===== src/rtl/reg_scoreboard.sv =====
// Register scoreboard / hazard unit tracking outstanding writes per register.
// Define SCOREBOARD_FWD_EN for countdown-based, bypass-aware issue.
module reg_scoreboard #(
   parameter int NUM_REGS   = 32,
   parameter int ADDR_WIDTH = $clog2(NUM_REGS),
   parameter int NUM_SRC    = 2,
   parameter int MAX_LAT    = 7,
   parameter int LAT_WIDTH  = $clog2(MAX_LAT + 1),
   parameter int MAX_OUTST  = 3,
   parameter int OUT_WIDTH  = $clog2(MAX_OUTST + 1)
) (
   input  logic                          clk,
   input  logic                          rst,
   input  logic                          issue_valid,
   input  logic [NUM_SRC*ADDR_WIDTH-1:0] issue_rs,
   input  logic [NUM_SRC-1:0]            issue_rs_used,
   input  logic [ADDR_WIDTH-1:0]         issue_rd,
   input  logic                          issue_wen,
   input  logic [LAT_WIDTH-1:0]          issue_lat,
   output logic                          issue_ready,
   output logic                          issue_fire,
   output logic [NUM_SRC-1:0]            src_fwd,
   input  logic                          wb_valid,
   input  logic [ADDR_WIDTH-1:0]         wb_rd,
   output logic [NUM_REGS-1:0]           pending_vec,
   output logic [31:0]                   stall_cycles,
   output logic                          err_spurious_wb
);

   localparam logic [LAT_WIDTH-1:0] LAT_CAP = LAT_WIDTH'(MAX_LAT);
   localparam logic [OUT_WIDTH-1:0] OUT_CAP = OUT_WIDTH'(MAX_OUTST);

   logic [OUT_WIDTH-1:0]  outst [NUM_REGS];
   logic [LAT_WIDTH-1:0]  cnt   [NUM_REGS];
   logic [LAT_WIDTH-1:0]  lat_eff;
   logic [ADDR_WIDTH-1:0] src;
   logic [NUM_SRC-1:0]    fwd;
   logic [NUM_REGS-1:0]   inc;
   logic [NUM_REGS-1:0]   dec;
   logic                  raw;
   logic                  waw;
   logic                  spur;

   assign lat_eff = (issue_lat > LAT_CAP) ? LAT_CAP : issue_lat;

   always_comb begin
      raw = 1'b0;
      fwd = '0;
      src = '0;
      for (int i = 0; i < NUM_SRC; i++) begin
         src = issue_rs[i*ADDR_WIDTH +: ADDR_WIDTH];
         if (issue_rs_used[i] && src != '0 && outst[src] != '0) begin
`ifdef SCOREBOARD_FWD_EN
            if (cnt[src] != '0) raw = 1'b1;
            else                fwd[i] = 1'b1;
`else
            raw = 1'b1;
`endif
         end
      end
   end

   always_comb begin
      waw = 1'b0;
      if (issue_wen && issue_rd != '0) begin
         if (outst[issue_rd] == OUT_CAP) waw = 1'b1;
`ifdef SCOREBOARD_FWD_EN
         if (outst[issue_rd] != '0 && cnt[issue_rd] > lat_eff) waw = 1'b1;
`else
         if (outst[issue_rd] != '0) waw = 1'b1;
`endif
      end
   end

   assign issue_ready = ~raw & ~waw;
   assign issue_fire  = issue_valid & issue_ready;
   assign src_fwd     = fwd;

   // Both updates look at pre-edge counts, so fire+wb on one reg nets zero.
   always_comb begin
      inc = '0;
      dec = '0;
      pending_vec = '0;
      for (int r = 1; r < NUM_REGS; r++) begin
         inc[r] = issue_fire && issue_wen
                  && issue_rd == ADDR_WIDTH'(r);
         dec[r] = wb_valid && wb_rd == ADDR_WIDTH'(r)
                  && outst[r] != '0;
         pending_vec[r] = outst[r] != '0;
      end
   end

   assign spur = wb_valid && wb_rd != '0 && outst[wb_rd] == '0;

   always_ff @(posedge clk or negedge rst) begin
      if (!rst) begin
         for (int r = 0; r < NUM_REGS; r++) begin
            outst[r] <= '0;
            cnt[r]   <= '0;
         end
      end else begin
         for (int r = 1; r < NUM_REGS; r++) begin
            if (inc[r])
               cnt[r] <= lat_eff;
            else if (cnt[r] != '0)
               cnt[r] <= cnt[r] - 1'b1;
            if (inc[r] && !dec[r])
               outst[r] <= outst[r] + 1'b1;
            else if (!inc[r] && dec[r])
               outst[r] <= outst[r] - 1'b1;
         end
      end
   end

   always_ff @(posedge clk or negedge rst) begin
      if (!rst) begin
         stall_cycles    <= '0;
         err_spurious_wb <= 1'b0;
      end else begin
         if (issue_valid && !issue_ready && stall_cycles != '1)
            stall_cycles <= stall_cycles + 32'd1;
         if (spur)
            err_spurious_wb <= 1'b1;
      end
   end

endmodule


===== config.mk =====
export PLATFORM = sky130hd
export DESIGN_NAME = reg_scoreboard
export DESIGN_NICKNAME = d
export VERILOG_FILES = /design/src/rtl/reg_scoreboard.sv
export SDC_FILE = /design/constraint.sdc
export NUM_CORES = 1
export LEC_CHECK = 0
export BUFFER_PORTS_ARGS = -buffer_cell sky130_fd_sc_hd__buf_2
export CAP_MARGIN = 25
export CORE_MARGIN = 2
export CORE_UTILIZATION = 55
export CTS_CLUSTER_DIAMETER = 30
export CTS_CLUSTER_SIZE = 28
export DETAILED_ROUTE_END_ITERATION = 10
export PLACE_DENSITY_LB_ADDON = 0.2
export SLEW_MARGIN = 5
export SYNTH_ARGS = -nofsm -noshare
export SYNTH_HDL_FRONTEND = slang
export SYNTH_SLANG_ARGS = --single-unit

===== constraint.sdc =====
create_clock -name clk -period 8.9 [get_ports clk]
set_input_delay 1.78 -clock clk [delete_from_list [all_inputs] [get_ports clk]]
set_output_delay 1.78 -clock clk [all_outputs]
set_load 0.005 [all_outputs]

After elaboration in Yosys (flattened, before gate mapping)

Index checks and enable logic that the tools add are counted.

Bits in registers: 95
Input bits: 30
Output and inout port bits: 69
Logic and storage cells: 549

Add/sub/neg operators: 63
$lt $le $gt $ge: 4
Equal/unequal tests: 64
Multiplexer cells: 79
Bitwise operators: 8
Reduce and logical (&&, ||, !) cells: 298

Operators by type and width:

| cell                    | count |
|---|---|
| $logic_and A1 B1 Y1     | 165 |
| $eq A5 B5 Y1 const B    | 32 |
| $mux W2                 | 70 |
| $reduce_bool A2 Y1      | 65 |
| $eq A5 B4 Y1 const B    | 16 |
| $logic_not A1 Y1        | 63 |
| $add A2 B1 Y2 const B   | 31 |
| $sub A2 B1 Y2 const B   | 31 |
| $bmux W2 S5             | 4 |
| $eq A5 B3 Y1 const B    | 8 |
| $add A32 B1 Y32 const B | 1 |
| $ne A32 B32 Y1 const B  | 1 |
| $ge A6 B6 Y1 const B    | 4 |
| $not A5 Y6              | 4 |
| $eq A5 B2 Y1 const B    | 4 |
| $reduce_bool A5 Y1      | 4 |
| $eq A5 B1 Y1 const B    | 2 |
| $mux W1                 | 5 |
| $and A1 B1 Y1           | 2 |
| $eq A2 B2 Y1 const B    | 1 |
| $logic_not A2 Y1        | 1 |
| $not A1 Y1              | 2 |

Depth between registers and ports, before layout

Depth in word-level cells: 17
Depth in mapped cells: 15
Depth with buffers taken out: 13

Least setup slack after synthesis

OpenSTA, ideal clock, no wires.

Path kind: input to output
Start point: in issue_rd[2]
End point: out issue_fire
Data arrival time: 3.446 ns
Setup slack: 3.674 ns
Stages on the path: 8
Cell sequence: buf_2 -> mux4_2 -> a311oi_1 -> o211a_1 -> o311a_1 -> buf_4 -> buf_6 -> and2_1

Cells in the longest elaborated chain, start to end: 11

RTL lines:

| what                                        | line   | text |
|---|---|---|
| start, declared                             | 17     | `input logic [ADDR_WIDTH-1:0] issue_rd,` |
| $not A5 Y6 (implied by the code)            | 66, 70 |  |
| $bmux W2 S5                                 | 66, 70 |  |
| $mux W2 (implied by the code) (2 in series) | 66, 70 |  |
| $eq A2 B2 Y1                                | 66     | `if (outst[issue_rd] == OUT_CAP) waw = 1'b1;` |
| $mux W1                                     | 66     |  |
| $mux W1                                     | 70     | `if (outst[issue_rd] != '0) waw = 1'b1;` |
| $mux W1 (*)                                 | 65     | `if (issue_wen && issue_rd != '0) begin` |
| $not A1 Y1 (*)                              | 75     | `assign issue_ready = ~raw & ~waw;` |
| $and A1 B1 Y1 (*)                           | 75     |  |
| named net issue_ready                       | 20     | `output logic issue_ready,` |
| $and A1 B1 Y1 (*)                           | 76     | `assign issue_fire = issue_valid & issue_ready;` |
| end, declared                               | 21     | `output logic issue_fire,` |

The timed path passes the listed nets; every way through them passes the cells marked *. The select of a mux whose other input is x is not followed.

Worst setup path in the final report

Start point: in issue_rs[7]
End point: out issue_fire

Cells in the longest elaborated chain, start to end: 10

RTL lines:

| what                                        | line | text |
|---|---|---|
| start, declared                             | 15   | `input logic [NUM_SRC*ADDR_WIDTH-1:0] issue_rs,` |
| $not A5 Y6 (implied by the code)            | 52   | `if (issue_rs_used[i] && src != '0 && outst[src] != '0) begin` |
| $bmux W2 S5                                 | 52   |  |
| $mux W2 (implied by the code) (2 in series) | 52   |  |
| $reduce_bool A2 Y1                          | 52   |  |
| $logic_and A1 B1 Y1 (*)                     | 52   |  |
| $mux W1 (*)                                 | 52   |  |
| $not A1 Y1 (*)                              | 75   |  |
| $and A1 B1 Y1 (*)                           | 75   |  |
| $and A1 B1 Y1 (*)                           | 76   |  |

Mark *: on every way between the ends. The rest lies on a longest branch, timed or not. The select of a mux whose other input is x is not followed.

==> summary.md <==
| Metric | Value |
|---|---|
| Critical path type | input pin to output port |
| Post-CTS Setup Inserts | 0 |
| Seq/Total Area, Yosys | 37.1% |
| # rows | 39 |
| Vias in the first global route | 5112 |
| Worst hold path class | register to register |
| Antenna violations before repair | 1 |
| Area growth syn-to-layout | 11.3% |
| WP data required | 7120 ps |
| Post-synth EDFFs | 0 |
| Max incr delay on CP | 480 ps |
| Fraction of layout cells with a size suffix above 1 | 19.6% |
| Clk slew on worst S/H paths | 60 ps |
| Drt drc | 0 |
| Final nets | 787 |
| P_leak | 0.00359 uW |
| Critical Path Fanout Max | 37 |
| CTS Hold Bufs | 0 |
| Die ar. | 0.0125 mm2 |
| CP startpoint kind | input pin |
| Via density | 6.01 |
| Die Ht | 112 um |
| Syn Area/Cell | 9.70 um2 |
| Synth area leaders | dfrtp_1 (37%), xor2_1 (12%), mux4_2 (7.0%) |
| GPL Wtd Cong | 0.892 |
| Initial DRC Count | 345 |
| PwrDens | 266 mW/mm2 |
| Fin Setup TNS | 0 ps |
| Pre-Repair DR Iteration Count | 7 |
| Post-DP HPWL | 12100 um |
| Number of antenna diodes | 0 |
| CTS root buf | clkbuf_16 |
| Cell area after synthesis | 0.00640 mm2 |
| Per-cell routed wire length | 18.7 um |
| Primary FF master, synth | dfrtp_1 |
| First-pass GRT wire length | 26300 um |
| Final core utilization | 62.7% |
| Rel. slew slack | 32.7% |
| Count of final setup violators | 0 |
| Final hold vios | 0 |
| Largest net degree at the start of global routing | 57 |
| Count of cell types in the netlist | 61 |
| Io pins | 99 |
| Setup Skew | 8.44 ps |
| Tmin final | 5980 ps |
| Core ar. | 0.0114 mm2 |
| Max Cap Viol | 0 |
| Synth Warn # | 2 |
| GRT Total Usage | 26.7% |
| Crit-path most repeated cell | buf_2 |
| Post-CTS Resized | 0 |
| RSZ-0062 raised after global routing | no |
| Via count of the routed design | 5241 |
| Inserted Clock Buffers | 9 |
| CTS sink count | 95 |
| Most common cell after layout, fill and taps aside | nor2_1 |
| CP cell instances | buf_2 -> nor3_1 -> a21oi_1 -> a211o_1 -> and3_1 -> o311ai_0 -> o311a_1 -> buf_4 -> and2_1 -> buf_2 |
| H-Tree Depth | 3 |
| WL final | 16300 um |
| ANT nets after route | 0 |
| Worst vdd ir | 0.185 mV |
| CTS tree | done |
| Layout fillers | 992 |
| Starting Density | 56.3% |
| Worst path slowest cell | o311ai_0 |
| CP Capture Type | output port |
| Pins Over Slew Limit | 0 |
| Most frequent cells in the layout | nor2_1 (103), dfrtp_1 (95), buf_2 (91) |
| Synthesized netlist cell count | 660 |
| Yosys reg bits | 95 |
| Fin crit share | 67.2% |
| Arrival time at the worst endpoint | 4200 ps |
| CTS max path bufs | 2 |
| Fraction of registers with async set/reset | 100% |
| Die X | 112 um |
| Status | finished, final reports clean |
| Slew of the pin with the lowest slew margin | 1010 ps |
| Share of Yosys cell area claimed by the top area cell type | 37.1% |
| IO buf count | 92 |
| Worst-Skew Late Latency | 350 ps |
| Total grt overflow | 0 |
| Highest Clock Rate | 0.167 GHz |
| Cell taking the most area after synthesis | dfrtp_1 |
==> state kept, by name, summed over array words and instances, names as in the netlist <==
register,flops
err_spurious_wb,1
outst,62
stall_cycles,32
==> logic make-up (layout without fill, tap and decap cells) <==
family | Yosys count | in the layout | share of synthesized area (%)
mux | 28 | 28 | 8.32
xor+xnor | 124 | 124 | 17.0
buf+inv | 65 | 132 | 4.55
simple gates | 268 | 268 | 21.4
flops | 95 | 95 | 37.1
fa+ha+maj | 32 | 32 | 6.25
compound gates | 47 | 47 | 5.31
other cells | 1 | 3 | 0.0586
==> synthesized netlist by cell type, types with 2 or more instances <==
| cell | n |
|---|---|
| o22ai_1 | 6 |
| xnor2_1 | 35 |
| and4_1 | 2 |
| nor2_1 | 103 |
| and3_1 | 6 |
| xor2_1 | 89 |
| or2_2 | 5 |
| nor4_2 | 5 |
| o31ai_1 | 2 |
| or2_1 | 16 |
| a21oi_1 | 7 |
| nor3_1 | 22 |
| nor3b_1 | 2 |
| nand3_1 | 47 |
| clkbuf_1 | 21 |
| buf_4 | 5 |
| nand4_1 | 11 |
| buf_1 | 4 |
| and2_1 | 4 |
| nor4_1 | 6 |
| nand2_1 | 17 |
| a311oi_1 | 2 |
| nand3_2 | 2 |
| buf_6 | 2 |
| dfrtp_1 | 95 |
| mux4_2 | 20 |
| a211oi_1 | 8 |
| a22o_1 | 2 |
| or3_1 | 3 |
| o21ai_0 | 3 |
| inv_1 | 21 |
| mux2i_1 | 6 |
| nand2b_1 | 5 |
| buf_2 | 11 |
| a211o_1 | 2 |
| ha_1 | 32 |
| nand3b_1 | 3 |
| o211a_1 | 2 |
| nor2b_1 | 4 |
==> power by group <==
part	internal (uW)	leakage, uW	switching (uW)	total (uW)
Combinational	377	0.00223	451	828
Clock	188	0.000123	165	353
Sequential	574	0.00124	139	714
Total	1140	0.00359	755	1890
==> critical path: cells and delay by family <==
family                 cells  cell delay, ps
AO/OA/AOI/OAI              4            1140
buffers and inverters      3             700
AND/OR/NAND/NOR            3             560
==> through the flow <==
| step | setup slack (ps) | area (um2) | power (uW) | hold WS, ps | cells |
|---|---|---|---|---|---|
| after global routing | 2850 | 7120 | 2000 | 470 | 872 |
| after global placement | 3010 | 6870 | 1510 | 437 | 857 |
| after CTS | 2960 | 7120 | 1890 | 461 | 872 |
| after floorplan | 3670 | 6410 | 1270 | 434 | 662 |
| after detailed placement | 2970 | 6870 | 1530 | 447 | 857 |
| final | 2920 | 7120 | 1890 | 458 | 872 |
==> final cells by class <==
cell class                      count  area, um2  share of cell area [%]
Clock buffer                       12        236                    3.32
Clock inverter                      3       21.3                   0.299
Inverter                           22       82.6                    1.16
Multi-Input combinational cell    502       3740                    52.5
Sequential cell                    95       2380                    33.4
Tap cell                          143        179                    2.51
Timing Repair Buffer               95        485                    6.81
==> routing by layer <==
layer / global-route usage, % / wire length (um)
met5: 0 / 12
met2: 42.4 / 7790
met3: 5.17 / 1270
met4: 9.88 / 422
met1: 36.5 / 6810
==> path summary, 6_finish.rpt <==
| path | start | endpoint | slack (ps) | cells past startpoint |
|---|---|---|---|---|
| worst max-delay path | issue_rs[7] | issue_fire | 2920 | 10 |
| worst min-delay path | outst[21] | outst[21] | 460 | 1 |
| worst max register to register | outst[34] | outst[55] | 5140 | 13 |
| worst min register to register | outst[21] | outst[21] | 460 | 1 |
| max in group asynchronous | rst | outst[53] | 6390 | 2 |
| min in group asynchronous | rst | outst[14] | 1390 | 1 |
(Power assumes the default switching activity.)
